==> src/rtl/residual_pkg.sv <==
// Shared definitions for the residual_block write/read-side packers:
// packer state encoding and tensor size helpers.
package residual_pkg;

   typedef enum logic {
      FILL = 1'b0,
      FULL = 1'b1
   } pack_state_e;

   function automatic int calc_in_size(input int channels, input int height, input int width);
      return channels * height * width;
   endfunction

   // One extra count value so a completed tensor can report IN_SIZE.
   function automatic int calc_cnt_w(input int size);
      return $clog2(size + 1);
   endfunction

endpackage

==> src/rtl/tensor_stream_packer.sv <==
// Streams elements into a flat channel-major/row/column tensor bus with a valid/ready handoff.
// Optional s_last framing check is enabled by defining TENSOR_LAST_CHECK_EN.
module tensor_stream_packer
   import residual_pkg::*;
#(
   parameter int DATA_WIDTH  = 8,
   parameter int IN_CHANNELS = 1,
   parameter int IN_HEIGHT   = 4,
   parameter int IN_WIDTH    = 4,
   localparam int IN_SIZE    = calc_in_size(IN_CHANNELS, IN_HEIGHT, IN_WIDTH),
   localparam int CNT_W      = calc_cnt_w(IN_SIZE)
) (
   input  logic                          clk,
   input  logic                          rst,
   input  logic                          s_valid,
   output logic                          s_ready,
   input  logic signed [DATA_WIDTH-1:0]  s_data,
   output logic [IN_SIZE*DATA_WIDTH-1:0] tensor_flat,
   output logic                          tensor_valid,
   input  logic                          tensor_ready,
   output logic [CNT_W-1:0]              fill_count
`ifdef TENSOR_LAST_CHECK_EN
   ,
   input  logic                          s_last,
   output logic                          err_last
`endif
);

   localparam logic [CNT_W-1:0] LAST_IDX = CNT_W'(IN_SIZE - 1);
   localparam logic [CNT_W-1:0] FULL_CNT = CNT_W'(IN_SIZE);

   pack_state_e      state_q;
   logic             s_ready_q;
   logic             tensor_valid_q;
   logic [CNT_W-1:0] fill_q;

   logic accept_d;
   logic last_beat_d;
   logic drop_d;
   logic slot_we_d;

   assign accept_d    = s_valid && s_ready_q && (state_q == FILL);
   assign last_beat_d = (fill_q == LAST_IDX);

`ifdef TENSOR_LAST_CHECK_EN
   logic err_last_q;
   logic err_d;

   // Early last drops the beat and restarts framing; missing last still completes.
   assign drop_d   = accept_d && s_last && !last_beat_d;
   assign err_d    = accept_d && (s_last != last_beat_d);
   assign err_last = err_last_q;
`else
   assign drop_d   = 1'b0;
`endif

   assign slot_we_d = accept_d && !drop_d;

   always_ff @(posedge clk or negedge rst) begin
      if (!rst) begin
         state_q        <= FILL;
         fill_q         <= '0;
         s_ready_q      <= 1'b0;
         tensor_valid_q <= 1'b0;
`ifdef TENSOR_LAST_CHECK_EN
         err_last_q     <= 1'b0;
`endif
      end else begin
`ifdef TENSOR_LAST_CHECK_EN
         err_last_q <= err_d;
`endif
         case (state_q)
            FILL: begin
               s_ready_q      <= 1'b1;
               tensor_valid_q <= 1'b0;
               if (accept_d) begin
                  if (drop_d) begin
                     fill_q <= '0;
                  end else if (last_beat_d) begin
                     state_q        <= FULL;
                     fill_q         <= FULL_CNT;
                     s_ready_q      <= 1'b0;
                     tensor_valid_q <= 1'b1;
                  end else begin
                     fill_q <= fill_q + CNT_W'(1);
                  end
               end
            end
            FULL: begin
               if (tensor_ready) begin
                  state_q        <= FILL;
                  fill_q         <= '0;
                  s_ready_q      <= 1'b1;
                  tensor_valid_q <= 1'b0;
               end
            end
         endcase
      end
   end

   // Slots are only rewritten as new elements arrive, so the bus stays stable while FULL.
   for (genvar gi = 0; gi < IN_SIZE; gi++) begin : g_slot
      logic [DATA_WIDTH-1:0] slot_q;

      always_ff @(posedge clk or negedge rst) begin
         if (!rst) begin
            slot_q <= '0;
         end else if (slot_we_d && (fill_q == CNT_W'(gi))) begin
            slot_q <= s_data;
         end
      end

      assign tensor_flat[gi*DATA_WIDTH +: DATA_WIDTH] = slot_q;
   end

   assign s_ready      = s_ready_q;
   assign tensor_valid = tensor_valid_q;
   assign fill_count   = fill_q;

endmodule

==> config.mk <==
export PLATFORM = sky130hd
export DESIGN_NAME = tensor_stream_packer
export DESIGN_NICKNAME = d
export VERILOG_FILES = /design/src/rtl/residual_pkg.sv /design/src/rtl/tensor_stream_packer.sv
export SDC_FILE = /design/constraint.sdc
export NUM_CORES = 1
export LEC_CHECK = 0
export CAP_MARGIN = 20
export CORE_MARGIN = 1.5
export CORE_UTILIZATION = 37
export CTS_BUF_LIST = sky130_fd_sc_hd__clkbuf_4 sky130_fd_sc_hd__clkbuf_8
export DETAILED_ROUTE_END_ITERATION = 12
export PLACE_DENSITY = 0.61
export SLEW_MARGIN = 20
export SYNTH_ARGS = -nofsm -noshare
export SYNTH_HDL_FRONTEND = slang
export SYNTH_SLANG_ARGS = --single-unit
==> constraint.sdc <==
create_clock -name clk -period 2.2 [get_ports clk]
set_input_delay 0.44 -clock clk [delete_from_list [all_inputs] [get_ports clk]]
set_output_delay 0.44 -clock clk [all_outputs]
set_load 0.01 [all_outputs]
# == Word level (Yosys, flattened, before mapping) ==
# Index checks and enable logic that the tools add are counted.
# word_totals
register_bits,136
input_bits,12
out_inout_bits,135
elab_cells,73
# op_classes
add_sub_neg,1
eq_ne,17
muxes,14
bitwise_logic,1
n_reduce_logical,20
# op_table
cell,count
== test 5 x 4 -> 1 bit (second input constant),8
== test 5 x 3 -> 1 bit (second input constant),4
logical AND 1 bit,18
two-way mux 5 bit,3
== test 5 x 2 -> 1 bit (second input constant),2
one-hot mux 5 bit (2 select lines),1
two-way mux 1 bit,7
one-hot mux 1 bit (2 select lines),3
adder 5 x 1 -> 5 bit (second input constant),1
== test 5 x 1 -> 1 bit (second input constant),1
logical NOT 5 bit,1
inequality test 2 bit (second input constant),2
AND reduction 2 bit,1
NOT 1 bit,1

# == Longest topological paths before layout ==
# logic_depth
word_depth,4
ltp_mapped,6
ltp_nobuf,6

# == Worst setup path before layout ==
# Ideal clock, no wire load.
# synth_timing
kind,reg2reg
startpoint,"reg fill_q[0], in the netlist fill_count[0]"
endpoint,reg g_slot[15].slot_q[0]
setup_time_ns,0.125
arrival_time_ns,1.749
required_time_ns,2.075
setup_slack_ns,0.326
path_stages_with_launch,7
n_path_buf,1
period_less_slack_ns,1.874
cell_sequence,dfrtp_1 ha_1 and3_1 ha_1 nand4b_1 buf_2 mux2_2
# synth_via
elab_chain_len,2
# synth_lines
element,line_no,rtl
start: declaration,tensor_stream_packer.sv:35,logic [CNT_W-1:0] fill_q;
start signal: assignment,tensor_stream_packer.sv:85,fill_q <= fill_q + CNT_W'(1);
== test 5 x 4 -> 1 bit,tensor_stream_packer.sv:108,end else if (slot_we_d && (fill_q == CNT_W'(gi))) begin
logical AND 1 bit,tensor_stream_packer.sv:108,
end signal: assignment,tensor_stream_packer.sv:109,slot_q <= s_data;
end: declaration,tensor_stream_packer.sv:103,logic [DATA_WIDTH-1:0] slot_q;
# Every way passes these cells.
# A chain may end at the register's enable or synchronous reset.

# == Worst setup path in the final report ==
# layout_timing
startpoint,"reg fill_q[2], in the netlist fill_count[2]"
endpoint,out fill_count[2]
# layout_lines
element,line_no,rtl
end: declaration,tensor_stream_packer.sv:21,output logic [CNT_W-1:0] fill_count
# No word-level cell between the ends.

==> flow_metrics.env <==
export IMPL_dr_total_vias=3444
export IMPL_nets=521
export IMPL_crit_fanout=10
export IMPL_yosysSeqAreaShare=0.609
export IMPL_port_buffer_count=146
export IMPL_ios=147
export IMPL_finalSetupViolations=0
export IMPL_grt_util_met3=0.0641
export IMPL_drcViolationCount=12
export IMPL_power_density_nw_per_um2=1290
export IMPL_initial_core_util=0.382
export IMPL_cpPeakStageDelay_ns=0.62
export IMPL_synthCells=340
export IMPL_numCtsBuffers=17
export IMPL_synth_cell_types=30
export IMPL_violations="DRC"
export IMPL_finClkSkew_ns=0.00818
export IMPL_wl_mm=13.7
export IMPL_cellLeakagePower_nw=3.47
export IMPL_post_cts_buffers=0
export IMPL_cp_arrival_ns=1.57
export IMPL_hpwl_mm=9.27
export IMPL_overflow=0
export IMPL_gp_congestion=0.728
export IMPL_yosys_register_bits=136
export IMPL_multi_input_area_um2=2020
export IMPL_netlist_area_um2=5590
export IMPL_dr_pass1_iters=8
export IMPL_grt_start_max_net_pins=61
export IMPL_drt_initial_drc_count=174
export IMPL_h_tree_depth=4
export IMPL_synth_edf_count=0
export IMPL_rows=44
export IMPL_endpoint_kind="primary output"
export IMPL_post_drt_wl_per_cell_um=19.6
export IMPL_hold_slack_ns=0.506
export IMPL_area_growth_pct=38.2
export IMPL_cpLargestDelayFamily="buffers and inverters"
export IMPL_dieArea_um2=15900
export IMPL_ant_nets=0
export IMPL_core_area_um2=14600
export IMPL_track_usage=0.181
export IMPL_hold_class="input pin to async pin"
export IMPL_fin_tns_setup_ns=0
export IMPL_critical_path_cell_chain="clkdlybuf4s50_1"
export IMPL_cts_num_sinks=136
export IMPL_tightest_slew_ns=0.474
export IMPL_hold_violations=0
export IMPL_antenna_cells=0
export IMPL_drive_gt1_frac=0.367
export IMPL_cts_buffer_depth=2
export IMPL_r2r_cells=6
export IMPL_relSlewSlack=0.684
export IMPL_min_period_over_period=0.914
export IMPL_grt_pass1_vias=3567
export IMPL_period_minus_slack_ns=2.01
export IMPL_grt_util_met2=0.263
export IMPL_cp_num_buf_inv=1
export IMPL_cts_root_buf="clkbuf_8"
export IMPL_startpoint_type="register"
export IMPL_r2r_end="fill_count[3]"
export IMPL_grt_util_met1=0.252
export IMPL_avgSynthCellArea_um2=16.4
export IMPL_required_ns=1.76
export IMPL_final_seq_area_um2=3400
export IMPL_r2r_start="fill_count[0]"
export IMPL_crit_slowest_cell="clkdlybuf4s50_1"
export IMPL_clkTransAtPathRegs_ns=0.07
export IMPL_syn_num_nets=357
export IMPL_mostFrequentLayoutCell="clkdlybuf4s50_1"
export IMPL_async_flop_share=1.00
export IMPL_grt_pass1_wl_mm=21.4
export IMPL_clock_latency_ns=0.44
export IMPL_busiest_layer="met2"
export IMPL_fill_cells=1241
export IMPL_synth_ff_type="dfrtp_1"
export IMPL_antenna_found_initial=0
export IMPL_die_width_um=126
export IMPL_peakVddDrop_mv=0.644
export IMPL_rsz0062_at_grt="no"
export IMPL_die_h_um=126
export IMPL_r2r_slack_ns=0.34
export IMPL_final_cell_mix="clkdlybuf4s50_1, dfrtp_1, mux2_2, mux2_4, clkbuf_8"
export IMPL_outcome="finished, violations left"
export IMPL_maxSlewViolCount=0
export IMPL_worst_setup_path_type="register to primary output"
export IMPL_vias_per_cell=4.95
export IMPL_cts_tree="done"
export IMPL_drv_cap=0
export IMPL_ys_warn_count=0
export IMPL_fmaxAchievable_mhz=497
sequential cells by signal (all words and copies together) (netlist names):
signal / count
s_ready: 1
tensor_valid: 1
g_slot.slot_q: 128
fill_count: 5
state_q: 1
routing by layer:
metal / part of all wire / vias up
li1: - / 1532
met2: 0.43 / 126
met5: 0 / -
met3: 0.086 / 11
met1: 0.47 / 1775
met4: 0.012 / 0
report_power, final:
part | leakage [nW] | switching (W) | internal [W]
registers | 1.76 | 0.000596 | 0.00345
clock network | 0.183 | 0.000868 | 0.000968
logic | 1.53 | 0.00146 | 0.00265
total | 3.47 | 0.00293 | 0.00706
logic make-up after synthesis:
family,after synthesis,share of synthesized area
compound gates,9,0.0110
simple gates,34,0.0481
mux,129,0.292
flops,136,0.609
buf+inv,27,0.0291
fa+ha+maj,5,0.0112
per-stage QoR:
| stage | cells | utilization | setup WS [ns] | area (um^2) | power, W |
|---|---|---|---|---|---|
| detailed placement | 668 | 0.504 | 0.0493 | 7380 | 0.00824 |
| floorplan | 340 | - | 0.326 | 5590 | 0.00581 |
| global placement | 668 | 0.504 | 0.0732 | 7380 | 0.00815 |
| CTS | 696 | 0.528 | 0.144 | 7730 | 0.0101 |
| finish | 696 | 0.528 | 0.189 | 7730 | 0.00999 |
| global route | 696 | 0.528 | 0.0986 | 7730 | 0.0105 |
synthesized netlist by cell type, types with 3 or more instances:
library cell	instances	area (um^2)
dfrtp_1	136	3400
mux2_2	80	901
mux2_4	48	721
clkbuf_1	8	30.0
buf_2	7	35.0
buf_6	7	78.8
and3_4	6	67.6
ha_1	5	62.6
inv_1	5	18.8
nand2_1	5	18.8
nand3_2	4	40.0
and3_1	3	18.8
and4_1	3	26.3
nand3_1	3	15.0
layout make-up:
type	instances	share of cell area
repair buffers	167	0.221
clock inverters	5	0.00648
flip-flops and latches	136	0.440
clock buffers	22	0.0376
well taps	184	0.0298
inverters	5	0.00243
multi-input cells	177	0.262
worst max-delay path by stage:
stage	startpoint	endpoint	slack (ns)	cells after the start
2_1_floorplan	fill_count[0]	g_slot[15].slot_q[0]	0.33	6
3_3_place_gp	s_valid	g_slot[9].slot_q[5]	0.07	5
4_1_cts	fill_count[2]	fill_count[2]	0.14	1
6_report	fill_count[2]	fill_count[2]	0.19	1
5_1_grt	fill_count[3]	fill_count[3]	0.1	1
3_5_place_dp	s_valid	g_slot[9].slot_q[4]	0.05	5
what timing repair did:
action,in CTS,in global routing
endpoints found under the hold margin,47,0
gates resized for setup,0,0
hold buffers,1,0
No activity file was read; power rests on OpenSTA's default activity.
